==> src/rtl/pipe_ctrl_pkg.sv <==
// pipe_ctrl_pkg: PC-select encodings and hazard FSM state encodings.
package pipe_ctrl_pkg;
  localparam logic [1:0] PC_SEL_SEQ      = 2'b00;
  localparam logic [1:0] PC_SEL_JUMP     = 2'b01;
  localparam logic [1:0] PC_SEL_BRANCH   = 2'b10;
  localparam logic [1:0] PC_SEL_REDIRECT = 2'b11;
  typedef enum logic [1:0] {S_RUN, S_STALL_LU, S_MEM_WAIT, S_REDIRECT} state_t;
endpackage

==> src/rtl/load_use_detect.sv <==
// load_use_detect: flags a load in EX whose destination is read by the instruction in ID.
module load_use_detect #(
  parameter int REG_W = 5
) (
  input  logic             ex_memread,
  input  logic [REG_W-1:0] ex_rt,
  input  logic [REG_W-1:0] id_rs,
  input  logic [REG_W-1:0] id_rt,
  input  logic             id_uses_rt,
  output logic             lu
);
  assign lu = ex_memread && (ex_rt != '0) && ((ex_rt == id_rs) || (id_uses_rt && ex_rt == id_rt));
endmodule

==> src/rtl/pipe_hazard_ctrl.sv <==
// pipe_hazard_ctrl: PC/pipeline-register stall and flush sequencing with branch replay after memory waits.
module pipe_hazard_ctrl
  import pipe_ctrl_pkg::*;
#(
  parameter int REG_W = 5,
  parameter int CNT_W = 16
) (
  input  logic             clk,
  input  logic             reset,
  input  logic [REG_W-1:0] id_rs,
  input  logic [REG_W-1:0] id_rt,
  input  logic             id_uses_rt,
  input  logic             id_jump,
  input  logic             ex_memread,
  input  logic [REG_W-1:0] ex_rt,
  input  logic             exmem_branch,
  input  logic             exmem_zero,
  input  logic [31:0]      exmem_target,
  input  logic             mem_busy,
  output logic             pcwrite,
  output logic [1:0]       pc_sel,
  output logic [31:0]      redirect_target,
  output logic             if_id_write,
  output logic             if_id_flush,
  output logic             id_ex_flush,
  output logic             ex_mem_flush,
  output logic [CNT_W-1:0] stall_cnt,
  output logic [CNT_W-1:0] flush_cnt
);
  state_t      state_q, state_d;
  logic        pend_q, pend_d;
  logic [31:0] tgt_d;
  logic        lu, taken, stall_inc, flush_inc;
  assign taken = exmem_branch & exmem_zero;
  load_use_detect #(.REG_W(REG_W)) u_lu (
    .ex_memread(ex_memread),
    .ex_rt(ex_rt),
    .id_rs(id_rs),
    .id_rt(id_rt),
    .id_uses_rt(id_uses_rt),
    .lu(lu)
  );
  always_comb begin
    pcwrite = 1'b1;
    if_id_write = 1'b1;
    pc_sel = PC_SEL_SEQ;
    if_id_flush = 1'b0;
    id_ex_flush = 1'b0;
    ex_mem_flush = 1'b0;
    state_d = state_q;
    pend_d = pend_q;
    tgt_d = redirect_target;
    stall_inc = 1'b0;
    flush_inc = 1'b0;
    if (!reset) begin
      pcwrite = 1'b0;
      if_id_write = 1'b0;
      {if_id_flush, id_ex_flush, ex_mem_flush} = 3'b111;
    end else if (state_q == S_REDIRECT) begin
      if (mem_busy) begin
        pcwrite = 1'b0;
        if_id_write = 1'b0;
        stall_inc = 1'b1;
      end else begin
        pc_sel = PC_SEL_REDIRECT;
        {if_id_flush, id_ex_flush, ex_mem_flush} = 3'b111;
        flush_inc = 1'b1;
        pend_d = 1'b0;
        state_d = S_RUN;
      end
    end else if (state_q == S_MEM_WAIT && (mem_busy || pend_q)) begin
      // A branch seen during the wait is replayed once memory releases.
      pcwrite = 1'b0;
      if_id_write = 1'b0;
      stall_inc = 1'b1;
      if (mem_busy) begin
        pend_d = pend_q | taken;
        tgt_d = taken ? exmem_target : redirect_target;
      end else begin
        state_d = S_REDIRECT;
      end
    end else begin
      state_d = S_RUN;
      if (mem_busy) begin
        pcwrite = 1'b0;
        if_id_write = 1'b0;
        pend_d = taken;
        tgt_d = exmem_target;
        state_d = S_MEM_WAIT;
        stall_inc = 1'b1;
      end else if (taken) begin
        pc_sel = PC_SEL_BRANCH;
        {if_id_flush, id_ex_flush, ex_mem_flush} = 3'b111;
        flush_inc = 1'b1;
      end else if (lu && state_q != S_STALL_LU) begin
        pcwrite = 1'b0;
        if_id_write = 1'b0;
        id_ex_flush = 1'b1;
        state_d = S_STALL_LU;
        stall_inc = 1'b1;
      end else if (id_jump) begin
        pc_sel = PC_SEL_JUMP;
        if_id_flush = 1'b1;
      end
    end
  end
  always_ff @(posedge clk or negedge reset) begin
    if (!reset) begin
      state_q <= S_RUN;
      pend_q <= 1'b0;
      redirect_target <= '0;
      stall_cnt <= '0;
      flush_cnt <= '0;
    end else begin
      state_q <= state_d;
      pend_q <= pend_d;
      redirect_target <= tgt_d;
      stall_cnt <= (stall_inc && stall_cnt != '1) ? stall_cnt + CNT_W'(1) : stall_cnt;
      flush_cnt <= (flush_inc && flush_cnt != '1) ? flush_cnt + CNT_W'(1) : flush_cnt;
    end
  end
endmodule

==> config.mk <==
export PLATFORM = sky130hd
export DESIGN_NAME = pipe_hazard_ctrl
export DESIGN_NICKNAME = d
export VERILOG_FILES = /design/src/rtl/pipe_ctrl_pkg.sv /design/src/rtl/load_use_detect.sv /design/src/rtl/pipe_hazard_ctrl.sv
export SDC_FILE = /design/constraint.sdc
export NUM_CORES = 1
export LEC_CHECK = 0
export CAP_MARGIN = 20
export CORE_MARGIN = 3
export CORE_UTILIZATION = 39
export DETAILED_ROUTE_END_ITERATION = 8
export PLACE_DENSITY_LB_ADDON = 0.05
export SETUP_SLACK_MARGIN = 0.5
export SLEW_MARGIN = 20
export SYNTH_ARGS = -nofsm -noshare
export SYNTH_HDL_FRONTEND = slang
export SYNTH_SLANG_ARGS = --single-unit
==> constraint.sdc <==
create_clock -name clk -period 2.2 [get_ports clk]
set_input_delay 0.22 -clock clk [delete_from_list [all_inputs] [get_ports clk]]
set_output_delay 0.22 -clock clk [all_outputs]
set_load 0.01 [all_outputs]
Word level (Yosys, flattened, before mapping)
Index checks and enable logic that the tools add are counted.

storage, ports and cells
  register bits = 67
  latch bits = 0
  memory bits (writable) = 0
  ROM bits = 0
  input bits = 55
  output and inout port bits = 71
  word-level logic and storage cells = 90
  memories = 0

cells by class
  add/sub/neg operators = 2
  $mul = 0
  div/mod/pow operators = 0
  order comparisons = 0
  equal/unequal tests = 10
  shift operators = 0
  mux-type cells = 56
  bitwise gates (word level) = 3
  reduce and logical (&&, ||, !) cells = 14

operators by type and width
  kind                                           number
  2-to-1 mux 32 bit                              4
  2-to-1 mux 1 bit                               41
  adder 16 x 1 -> 16 bit, second input constant  2
  != test 16 bit, second input constant          2
  2-to-1 mux 2 bit                               11
  equality test 5 bit                            2
  logical AND 1 bit                              7
  != test 2 bit, second input constant           3
  AND reduction 3 bit                            2
  nonzero test 5 bit                             1
  equality test 2 bit, second input constant     2
  AND reduction 4 bit                            1
  logical OR 1 bit                               2
  != test 2 x 1 -> 1 bit, second input constant  1
  nonzero test 2 bit                             1
  bitwise AND 1 bit                              1
  NOT 1 bit                                      1
  OR 1 bit                                       1

Logic depth before layout (Yosys ltp)
  depth in word-level cells = 12
  depth in mapped cells = 8
  mapped depth without buffers = 7

Cells and area by module
From an unflattened synthesis, not the netlist that was laid out.

unflattened totals
  cell total of the unflattened synthesis = 260
  area, all modules = 3141.8 um2

modules (own cells, without submodules)
  module            times used  cells each  area each (um2)  sequential area each (um2)
  pipe_hazard_ctrl  1           243         3009.1           1676.6
  load_use_detect   1           17          132.6            0.0

Least setup slack after synthesis
No wires, ideal clock.

  path type = register to register
  from = register flush_cnt[0]
  to = register flush_cnt[1]
  library setup time = 0.125 ns
  arrival = 2.068 ns
  required time = 2.075 ns
  setup slack = 0.007 ns
  stages on the path, launching flop included = 8
  buffers on the path = 1
  clock period less this slack = 2.193 ns
  path through = dfrtp_1 > ha_1 > nand2_1 > or3_4 > or3_1 > o21ai_2 > buf_6 > mux2_2

between the ends
  longest elaborated chain between the ends = 2
  elaborated cells on any way between the ends = 3
  those cells by class = 1 x add/sub; 1 x eq/ne; 1 x reduce/logical

RTL lines
  item                                                                            line                     text
  start, declared                                                                 pipe_hazard_ctrl.sv:28   output logic [CNT_W-1:0] flush_cnt
  start signal, assigned                                                          pipe_hazard_ctrl.sv:119  flush_cnt <= (flush_inc && flush_cnt != '1) ? flush_cnt + CNT_W'(1) : flush_cnt;
  parallel branches: the longest is 2 deep, another holds adder 16 x 1 -> 16 bit  --

Parallel ways; which one is timed is not known.
A chain may end at the register's enable or synchronous reset.

Final worst setup path
  from = register flush_cnt[1]
  to = register flush_cnt[1]

Same word-level chain as after synthesis.

==> impl_metrics.env <==
export IMPL_status="finished, final reports clean"
export IMPL_cp_max_fo=5
export IMPL_max_cap_violations=0
export IMPL_p_sw_share_pct=30.4
export IMPL_setup_viol=0
export IMPL_switchingPower_w=0.00168
export IMPL_grt_overflow_total=0
export IMPL_syn_nets=323
export IMPL_synth_cell_types=40
export IMPL_hold_viol=0
export IMPL_ioPinCount=126
export IMPL_seqPwrFrac_pct=33.8
export IMPL_fillers=571
export IMPL_fin_util_pct=73.1
export IMPL_area_growth_pct=79.5
export IMPL_gp_congestion=0.895
export IMPL_drive_gt1_share_pct=40.2
export IMPL_yosys_register_bits=67
export IMPL_cts_buffers=9
export IMPL_final_period_utilization_pct=92.9
export IMPL_critPathMaxStageDelay_ns=0.36
export IMPL_synthMuxAreaShare_pct=12.0
export IMPL_slowest_stage="dfrtp_1"
export IMPL_cp_arrival_ns=2.27
export IMPL_clock_power_share_pct=22.4
export IMPL_drt_antenna_violating_nets=0
export IMPL_grt_antenna_before_repair=0
export IMPL_drtPass1Iterations=4
export IMPL_yosysWarnings=0
export IMPL_timing_slew_headroom_pct=65.0
export IMPL_clock_latency_ns=0.34
export IMPL_htree_levels=3
export IMPL_path_clk_slew_ns=0.08
export IMPL_grt_pass1_vias=2734
export IMPL_dp_hpwl_microns=5780
export IMPL_cp_start_kind="flop"
export IMPL_criticalPathCategory="flop to flop"
export IMPL_worstPathCellList="ha_2, nand2_1, or3_4, or3_4, o21ai_4, buf_6, mux2_4"
export IMPL_post_drt_wl_per_cell_microns=15.8
export IMPL_path_common_cell="or3_4"
export IMPL_rsz0062_at_grt="yes"
export IMPL_avgSynthCellArea_sq_um=12.1
export IMPL_die_width_microns=96.6
export IMPL_layout_common_cells="clkdlybuf4s50_1 (103), dfrtp_1 (65), buf_4 (41)"
export IMPL_grt_total_usage_pct=18.9
export IMPL_finalMaxSlewViolations=0
export IMPL_drc=0
export IMPL_fmax_mhz=489
export IMPL_stdcell_count=560
export IMPL_worstMarginPinSlew_ns=0.523
export IMPL_clock_skew_ns=0.00716
export IMPL_p_leak_nw=2.58
export IMPL_yosys_area_share_simple_pct=14.9
export IMPL_cts_tree="done"
export IMPL_netlist_instances=265
export IMPL_p_comb_share_pct=43.9
export IMPL_crit_path_end_kind="flop"
export IMPL_num_rows=32
export IMPL_seq_area_frac_synth_pct=52.4
export IMPL_io_buffers=125
export IMPL_viasPerCell=4.98
export IMPL_die_y_microns=96.6
export IMPL_layout_commonest_cell="clkdlybuf4s50_1"
export IMPL_synth_compound_area_share_pct=5.67
export IMPL_dr_first_iter_drc_count=90
export IMPL_die_area_sq_um=9320
export IMPL_synth_top_family_by_area="simple AND/OR/NAND/NOR gates"
export IMPL_cts_buffer_depth=2
export IMPL_hold_class="input pin to flop"
export IMPL_power_density_nw_per_um2=962
export IMPL_grt_max_degree=33
export IMPL_total_power_w=0.00552
export IMPL_vias=2789
export IMPL_cp_required_ns=2.43
export IMPL_root_buffer="clkbuf_8"
export IMPL_netlist_area_sq_um=3200
export IMPL_synth_adder_area_share_pct=1.17
export IMPL_finalNetCount=512
export IMPL_synthXorXnorAreaFrac_pct=11.0
export IMPL_peakVddDrop_v=0.000634
export IMPL_antenna_cells=0
export IMPL_p_int_w=0.00385
export IMPL_dp_cells=506
export IMPL_core_sq_um=7850
export IMPL_fin_crit_ns=2.04
export IMPL_cts_sinks=67
export IMPL_wl_microns=8870
export IMPL_initial_core_util_pct=40.8
export IMPL_grt_pass1_wl_microns=13400
==> flip-flops by register name, indices dropped and copies added, names as in the netlist <==
name / count
redirect_target: 32
stall_cnt: 16
state_q: 2
flush_cnt: 16
pend_q: 1
==> through the flow <==
stage                     hold slack [ns]  setup TNS [ns]  instance area (sq um)  setup slack, ns
after detailed placement            0.104           -6.21                   4790           -0.500
after floorplan                   -0.0756               0                   3300           0.0149
final                               0.183               0                   5740            0.156
after global routing                0.182               0                   5740            0.103
after global placement              0.102           -5.11                   4790           -0.428
after CTS                           0.159               0                   5500            0.173
==> layer usage <==
layer  GRT usage, %  up-vias  routed length [microns]
li1               -     1309                        -
met1           25.0     1374                     3770
met2           30.5       92                     4390
met3           4.11       14                      582
met4           7.13        0                      124
met5              0        -                        0
==> final timing paths <==
kind / from / end / slack (ns) / cells after the start
setup / recovery: flush_cnt[1] / flush_cnt[1] / 0.16 / 7
hold / removal: reset / pend_q / 0.18 / 2
setup reg to reg: flush_cnt[1] / flush_cnt[1] / 0.16 / 7
hold reg to reg: redirect_target[14] / redirect_target[14] / 0.49 / 1
max in group asynchronous: reset / state_q[0] / 1.29 / 3
min in group asynchronous: reset / stall_cnt[14] / 0.49 / 2
==> power groups by stage <==
stage | logic [W] | registers [W] | clock network (W)
detailed placement | 0.00191 | 0.00190 | 0
global placement | 0.00189 | 0.00188 | 0
finish | 0.00242 | 0.00187 | 0.00124
global route | 0.00259 | 0.00192 | 0.00132
CTS | 0.00229 | 0.00187 | 0.00126
floorplan | 0.000648 | 0.00206 | 0
==> area by class of cell <==
class | count | area, sq um | area share (%)
clock buffers | 9 | 124 | 2.16
inverters | 8 | 30.0 | 0.523
repair buffers | 188 | 1850 | 32.2
multi-input cells | 180 | 1810 | 31.6
well taps | 102 | 128 | 2.22
flip-flops and latches | 67 | 1680 | 29.3
clock inverters | 6 | 115 | 2.01
==> critical path, delay by kind of cell (launching register included) <==
kind                       cells  cell delay, ns
and+or+nand+nor                3            0.76
DFF                            1            0.36
muxes                          1            0.29
AOI/OAI and AO/OA              1            0.19
adders and majority gates      1            0.18
buffers and inverters          1            0.15
==> logic make-up after synthesis <==
| family | count (synthesis) |
|---|---|
| buf+inv | 18 |
| compound gates | 22 |
| flops | 67 |
| fa+ha+maj | 3 |
| simple gates | 81 |
| xor+xnor | 40 |
| mux | 34 |
==> synth_stat cells, drive strengths merged <==
| cell | count | area (sq um) |
|---|---|---|
| dfrtp | 67 | 1680 |
| mux2 | 34 | 383 |
| xor2 | 34 | 298 |
| nor3 | 16 | 120 |
| nand2 | 15 | 56.3 |
| nor2 | 12 | 45.0 |
| nand3 | 10 | 50.1 |
| inv | 8 | 30.0 |
| nor4 | 8 | 56.3 |
| buf | 7 | 50.1 |
| xnor2 | 6 | 52.6 |
| o21ai | 5 | 28.8 |
| and3 | 4 | 25.0 |
| a21oi | 3 | 15.0 |
| a31oi | 3 | 18.8 |
| clkbuf | 3 | 11.3 |
| ha | 3 | 37.5 |
| nand4 | 3 | 18.8 |
| o221ai | 3 | 43.8 |
| or3 | 3 | 23.8 |
| a31o | 2 | 17.5 |
| and4 | 2 | 17.5 |
| nor2b | 2 | 12.5 |
| nor3b | 2 | 25.0 |
| o21bai | 2 | 15.0 |
| or2 | 2 | 12.5 |
| a32oi | 1 | 8.76 |
| a41oi | 1 | 8.76 |
| and2 | 1 | 6.26 |
| o21a | 1 | 7.51 |
| o31a | 1 | 17.5 |
| or4 | 1 | 8.76 |
==> timing repair <==
action,4_1_cts,5_1_grt
setup endpoints to repair,40,40
hold endpoints to repair,9,0
pin swaps,39,31
hold buffers,3,0
gates resized for setup,90,52
buffers inserted,21,13
gates cloned,2,0
Power figures use the tool's default switching activity.
